File: config.mk
export PLATFORM = sky130hd
export DESIGN_NAME = mem_access_stage
export DESIGN_NICKNAME = d
export VERILOG_FILES = /design/src/rtl/mem_stage_pkg.sv /design/src/rtl/mem_access_stage_load_align.sv /design/src/rtl/mem_access_stage.sv
export SDC_FILE = /design/constraint.sdc
export NUM_CORES = 1
export LEC_CHECK = 0
export ABC_CLOCK_PERIOD_IN_PS = 5000
export CELL_PAD_IN_SITES_DETAIL_PLACEMENT = 0
export CELL_PAD_IN_SITES_GLOBAL_PLACEMENT = 2
export CORE_MARGIN = 2
export CORE_UTILIZATION = 23
export CTS_CLUSTER_DIAMETER = 40
export DETAILED_ROUTE_END_ITERATION = 16
export GPL_ROUTABILITY_DRIVEN = 0
export PLACE_DENSITY_LB_ADDON = 0.1
export SLEW_MARGIN = 15
export SYNTH_ARGS = -nofsm -noshare
export SYNTH_HDL_FRONTEND = slang
export SYNTH_SLANG_ARGS = --single-unit
File: constraint.sdc
create_clock -name clk -period 5 [get_ports clk]
set_input_delay 1.5 -clock clk [delete_from_list [all_inputs] [get_ports clk]]
set_output_delay 1.5 -clock clk [all_outputs]
set_load 0.02 [all_outputs]
File: src/rtl/mem_stage_pkg.sv
// Shared types and default widths for the MEM pipeline stage.
package mem_stage_pkg;

   localparam int ADDR_W_DFLT = 16;
   localparam int DATA_W_DFLT = 16;
   localparam int REG_AW_DFLT = 3;
   localparam int BYTE_W      = 8;

   typedef enum logic {
      IDLE = 1'b0,
      RMW  = 1'b1
   } mem_state_e;

endpackage

File: src/rtl/mem_access_stage_load_align.sv
// Load data formatting: word pass-through or low byte with sign/zero extension.
module load_align
   import mem_stage_pkg::*;
#(
   parameter int DATA_W = DATA_W_DFLT
) (
   input  logic [DATA_W-1:0] rdata_i,
   input  logic              byte_i,
   input  logic              signed_i,
   output logic [DATA_W-1:0] data_o
);

   logic ext_bit;

   always_comb begin
      ext_bit = signed_i & rdata_i[BYTE_W-1];
      if (byte_i) begin
         data_o = {{(DATA_W-BYTE_W){ext_bit}}, rdata_i[BYTE_W-1:0]};
      end else begin
         data_o = rdata_i;
      end
   end

endmodule

File: src/rtl/mem_access_stage.sv
// MEM stage: drives the data memory port (byte stores via 2-cycle RMW) and
// holds load/ALU results in a single valid/ready output slot.
module mem_access_stage
   import mem_stage_pkg::*;
#(
   parameter int ADDR_W = ADDR_W_DFLT,
   parameter int DATA_W = DATA_W_DFLT,
   parameter int REG_AW = REG_AW_DFLT
) (
   input  logic              clk,
   input  logic              rst,
   input  logic              in_valid,
   output logic              in_ready,
   input  logic              in_load,
   input  logic              in_store,
   input  logic              in_byte,
   input  logic              in_signed,
   input  logic [ADDR_W-1:0] in_addr,
   input  logic [DATA_W-1:0] in_wdata,
   input  logic [DATA_W-1:0] in_alu,
   input  logic [REG_AW-1:0] in_rd,
   input  logic              in_regwrite,
   output logic [ADDR_W-1:0] mem_addr,
   output logic [DATA_W-1:0] mem_wdata,
   output logic              mem_we,
   input  logic [DATA_W-1:0] mem_rdata,
   output logic              out_valid,
   input  logic              out_ready,
   output logic [REG_AW-1:0] out_rd,
   output logic [DATA_W-1:0] out_data,
   output logic              out_regwrite
);

   mem_state_e               state_q, state_d;
   logic [ADDR_W-1:0]        rmw_addr_q, rmw_addr_d;
   logic [BYTE_W-1:0]        rmw_byte_q, rmw_byte_d;
   logic [DATA_W-BYTE_W-1:0] rmw_hi_q, rmw_hi_d;

   logic              valid_q;
   logic [REG_AW-1:0] rd_q;
   logic [DATA_W-1:0] data_q;
   logic              regwrite_q;

   logic              slot_free;
   logic              accept;
   logic              push;
   logic [DATA_W-1:0] load_data;
   logic [DATA_W-1:0] push_data;

   assign slot_free = !valid_q | out_ready;

   load_align #(.DATA_W(DATA_W)) u_align (
      .rdata_i  (mem_rdata),
      .byte_i   (in_byte),
      .signed_i (in_signed),
      .data_o   (load_data)
   );

   assign push_data = in_load ? load_data : in_alu;

   always_comb begin
      state_d    = state_q;
      rmw_addr_d = rmw_addr_q;
      rmw_byte_d = rmw_byte_q;
      rmw_hi_d   = rmw_hi_q;
      in_ready   = 1'b0;
      accept     = 1'b0;
      push       = 1'b0;
      mem_addr   = in_addr;
      mem_wdata  = in_wdata;
      mem_we     = 1'b0;

      case (state_q)
         IDLE: begin
            // Stores never touch the output slot, so they bypass backpressure.
            in_ready = in_store ? 1'b1 : slot_free;
            accept   = in_valid & in_ready;
            if (accept) begin
               if (in_store) begin
                  if (in_byte) begin
                     rmw_addr_d = in_addr;
                     rmw_byte_d = in_wdata[BYTE_W-1:0];
                     rmw_hi_d   = mem_rdata[DATA_W-1:BYTE_W];
                     state_d    = RMW;
                  end else begin
                     mem_we = 1'b1;
                  end
               end else begin
                  push = 1'b1;
               end
            end
         end
         RMW: begin
            mem_addr  = rmw_addr_q;
            mem_wdata = {rmw_hi_q, rmw_byte_q};
            mem_we    = 1'b1;
            state_d   = IDLE;
         end
         default: state_d = IDLE;
      endcase

      // A reset landing mid-RMW must drop the pending write.
      if (rst) begin
         mem_we = 1'b0;
      end
   end

   always_ff @(posedge clk) begin
      if (rst) begin
         state_q    <= IDLE;
         rmw_addr_q <= '0;
         rmw_byte_q <= '0;
         rmw_hi_q   <= '0;
      end else begin
         state_q    <= state_d;
         rmw_addr_q <= rmw_addr_d;
         rmw_byte_q <= rmw_byte_d;
         rmw_hi_q   <= rmw_hi_d;
      end
   end

   always_ff @(posedge clk) begin
      if (rst) begin
         valid_q    <= 1'b0;
         rd_q       <= '0;
         data_q     <= '0;
         regwrite_q <= 1'b0;
      end else if (push) begin
         valid_q    <= 1'b1;
         rd_q       <= in_rd;
         data_q     <= push_data;
         regwrite_q <= in_regwrite;
      end else if (out_ready) begin
         valid_q    <= 1'b0;
      end
   end

   assign out_valid    = valid_q;
   assign out_rd       = rd_q;
   assign out_data     = data_q;
   assign out_regwrite = regwrite_q;

endmodule

==> results by group <==
CTS
  – Number of clock sinks seen by CTS: 54
  – Cts bufs inserted: 5
  – CTS root buf: sky130_fd_sc_hd__clkbuf_8
  – H-tree levels: 2
  – TritonCTS clock tree: yes
  – Clock transition at path regs: 0.10 ns
  – PostCTS Resize Cnt: 0
  – Clock network latency to the later pin of the worst-skew pair: 0.31 ns
  – Count of buffers added by post-CTS timing repair for setup: 0
  – Number of buffers on the longest clock path: 2
  – # hold bufs at CTS: 0

Timing
  – Period Utilization, post-route: 0.9011
  – Shortest clock period the worst path allows after layout: 4.505 ns
  – Setup skew after layout: 0.005836 ns
  – Unrepaired setup endpoints after global routing: no
  – Final-report max-slew violation count: 0
  – Maximum achievable frequency: 222.0 MHz
  – # setup viols final: 0
  – Count of endpoints failing hold in the final timing report: 0
  – Least-Margin Pin Slew: about 1.1 ns
  – Worst slew slack as a fraction of its limit: 0.2897
  – Setup_tns: 0 ns

Detailed routing
  – Detailed-route wire length per cell: 14.58 µm
  – Detail Route Antenna Nets: 0
  – Number of DRC violations after detailed routing: 0
  – Via count: 2514
  – Starting DRC count in detailed routing: between 70 and 80
  – Vias per cell: 4.497
  – WL final: 8153 µm
  – DR pass1 iterations: 4

Worst setup path
  – CP arrival: approximately 3 ns
  – Largest fanout on the critical path: 6
  – Critical Path End Type: primary output
  – Reg2Reg Depth: 3
  – Worst endpoint required time: 3.50 ns
  – Type of the worst setup path: input port to primary output
  – Register-to-register path setup slack: 2.97 ns
  – Critical R2R Capture: out_data[11]
  – Worst r2r src: state_q
  – Critical Path Source Type: input port

Finish
  – Final net count: just under 500
  – Area added between synthesis and finish: 61.49%
  – Number of cells in the finished layout apart from fillers: between 500 and 600
  – Number of antenna cells inserted: 0
  – Layout cell share with drive strength beyond 1: 0.1360

Placed design
  – Placed cells: 551
  – Detailed Place HPWL: 5426 µm
  – Count of buffers inserted at the top-level ports: 130

Yosys
  – Mapped Nets: around 380
  – Count of flip-flops with a built-in enable after synthesis: 0
  – Summed instance area of the synthesized netlist: 0.002531 mm²
  – Post-synthesis instance total: 300
  – Most used standard cell by instance count after synthesis: sky130_fd_sc_hd__nand2_1
  – Most area-consuming cells after synthesis: sky130_fd_sc_hd__dfxtp_1 (43%), sky130_fd_sc_hd__mux2_2 (14%), sky130_fd_sc_hd__nand2_1 (9.5%), sky130_fd_sc_hd__a21oi_1 (8.9%), sky130_fd_sc_hd__nand2b_1 (4.2%)
  – Portion of synthesized cell area occupied by the leading cell type: 0.4271
  – Top cell types by occurrence after synthesis: sky130_fd_sc_hd__nand2_1 (64), sky130_fd_sc_hd__dfxtp_1 (54), sky130_fd_sc_hd__a21oi_1 (45), sky130_fd_sc_hd__mux2_2 (32)
  – Mean instance size in the synthesized netlist: about 8.4 µm²
  – Sequential-to-total area share from yosys stat: 0.4271
  – Most common flop cell mapped by yosys: sky130_fd_sc_hd__dfxtp_1
  – Proportion of register bits with asynchronous set or reset after synthesis: 0
  – Number of synthesized register bits: 54
  – Cell type with the largest total area after synthesis: sky130_fd_sc_hd__dfxtp_1
  – Total number of yosys warnings: 0
  – Count of cell types in the netlist: 24

Global route
  – Via count of the first global-routing pass: 2412
  – Largest net degree at the start of global routing: 56
  – Total gr overflow: 0
  – GRT Total Usage: 0.1358
  – Number of antenna violations at the first check in global routing: 0
  – Wire length of the first global-routing pass: 12450 µm

Min path
  – Hold depth: 2
  – Min-delay worst type: register to register
  – Start point of the worst hold path: rmw_addr_q[6]
  – Hold EP: rmw_addr_q[6]

Floorplan
  – Starting Density: 0.2345
  – Core Footprint: 0.01079 mm²
  – Die Footprint: 0.01186 mm²
  – Vertical extent of the die: 108.9 µm
  – Chip width: 108.9 µm
  – I/O pin cnt: approximately 130
  – Std cell rows: 38

Power
  – Ratio of total power to cell area: roughly 260 mW/mm²
  – Leak Pwr: 1.438 nW
  – Worst supply voltage drop on vdd: between 0.1 and 0.15 mV

Status
  – Result of the run: finished clean

Job
  – Number of max-cap violations: 0
metrics by stage:
step / util / power, mW / setup WS, ns / instance area (µm²) / hold WS [ns]
after global routing: 0.3787 / 1.118 / 0.4064 / 4088 / 0.4824
after floorplan: - / 0.5805 / 1.066 / 2531 / 0.4329
after CTS: 0.3787 / 1.085 / 0.4777 / 4088 / 0.4625
after detailed placement: 0.3660 / 0.7163 / 0.4798 / 3950 / 0.4445
final: 0.3787 / 1.061 / 0.4947 / 4088 / 0.4591
after global placement: 0.3660 / 0.7159 / 0.4943 / 3950 / 0.4387
state kept, by name, indices dropped and copies added (netlist names):
register and flops:
out_regwrite 1, out_rd 3, state_q 1, rmw_addr_q 16, out_data 16, rmw_hi_q 8
rmw_byte_q 8, out_valid 1
cell type report:
type	count	area, µm²
clock buffer	5	68.82
inverter	1	3.754
multi-input combinational	219	1340
fill	1132	6705
tap	140	175.2
clock inverter	3	68.82
timing repair buffer	137	1349
sequential	54	1082
placed cells by master, fill, tap and decap left out, drive strengths merged, types with 2 or more instances in the layout:
| master | count |
|---|---|
| dfxtp | 54 |
| nand2b | 17 |
| a31o | 8 |
| bufinv | 2 |
| mux2i | 8 |
| nand3 | 5 |
| a211oi | 8 |
| o21ai | 4 |
| a21oi | 45 |
| nand2 | 64 |
| clkbuf | 5 |
| mux2 | 32 |
| o22ai | 8 |
| clkdlybuf4s50 | 129 |
| buf | 8 |
| nor2 | 13 |
routing by layer:
metal	vias to the layer above	track usage	wire length [µm]
met3	4	0.04065	608
li1	1274	-	-
met1	1162	0.1803	3730
met5	-	0	0
met2	74	0.2143	3762
met4	0	0.03571	52
worst max-delay path, cell delays in order:
cell and delay (ns):
sky130_fd_sc_hd__clkdlybuf4s50_1 0.56, sky130_fd_sc_hd__a31oi_1 0.16, sky130_fd_sc_hd__nor2_1 0.15, sky130_fd_sc_hd__clkdlybuf4s50_1 0.63
worst max-delay path by stage:
stage | startpoint | to | slack, ns | cells after the start
after floorplan | rst | mem_we | 1.07 | 4
after global placement | in_store | mem_we | 0.49 | 4
after detailed placement | in_store | mem_we | 0.48 | 4
after CTS | in_store | mem_we | 0.48 | 4
after global routing | in_store | mem_we | 0.41 | 4
final | in_store | mem_we | 0.49 | 4
cell families (layout without fill, tap and decap cells):
logic type | count (synthesis) | after routing | synth area share
simple gates | 105 | 105 | 0.1849
flops | 54 | 54 | 0.4271
mux | 40 | 40 | 0.1740
buf+inv | 27 | 146 | 0.04350
compound gates | 74 | 74 | 0.1705
power breakdown:
group          switching [mW]  total [mW]  internal (mW)
Sequential             0.0125       0.461          0.449
Clock                   0.157       0.358          0.201
Combinational           0.105       0.242          0.137
Power figures use the tool's default switching activity.
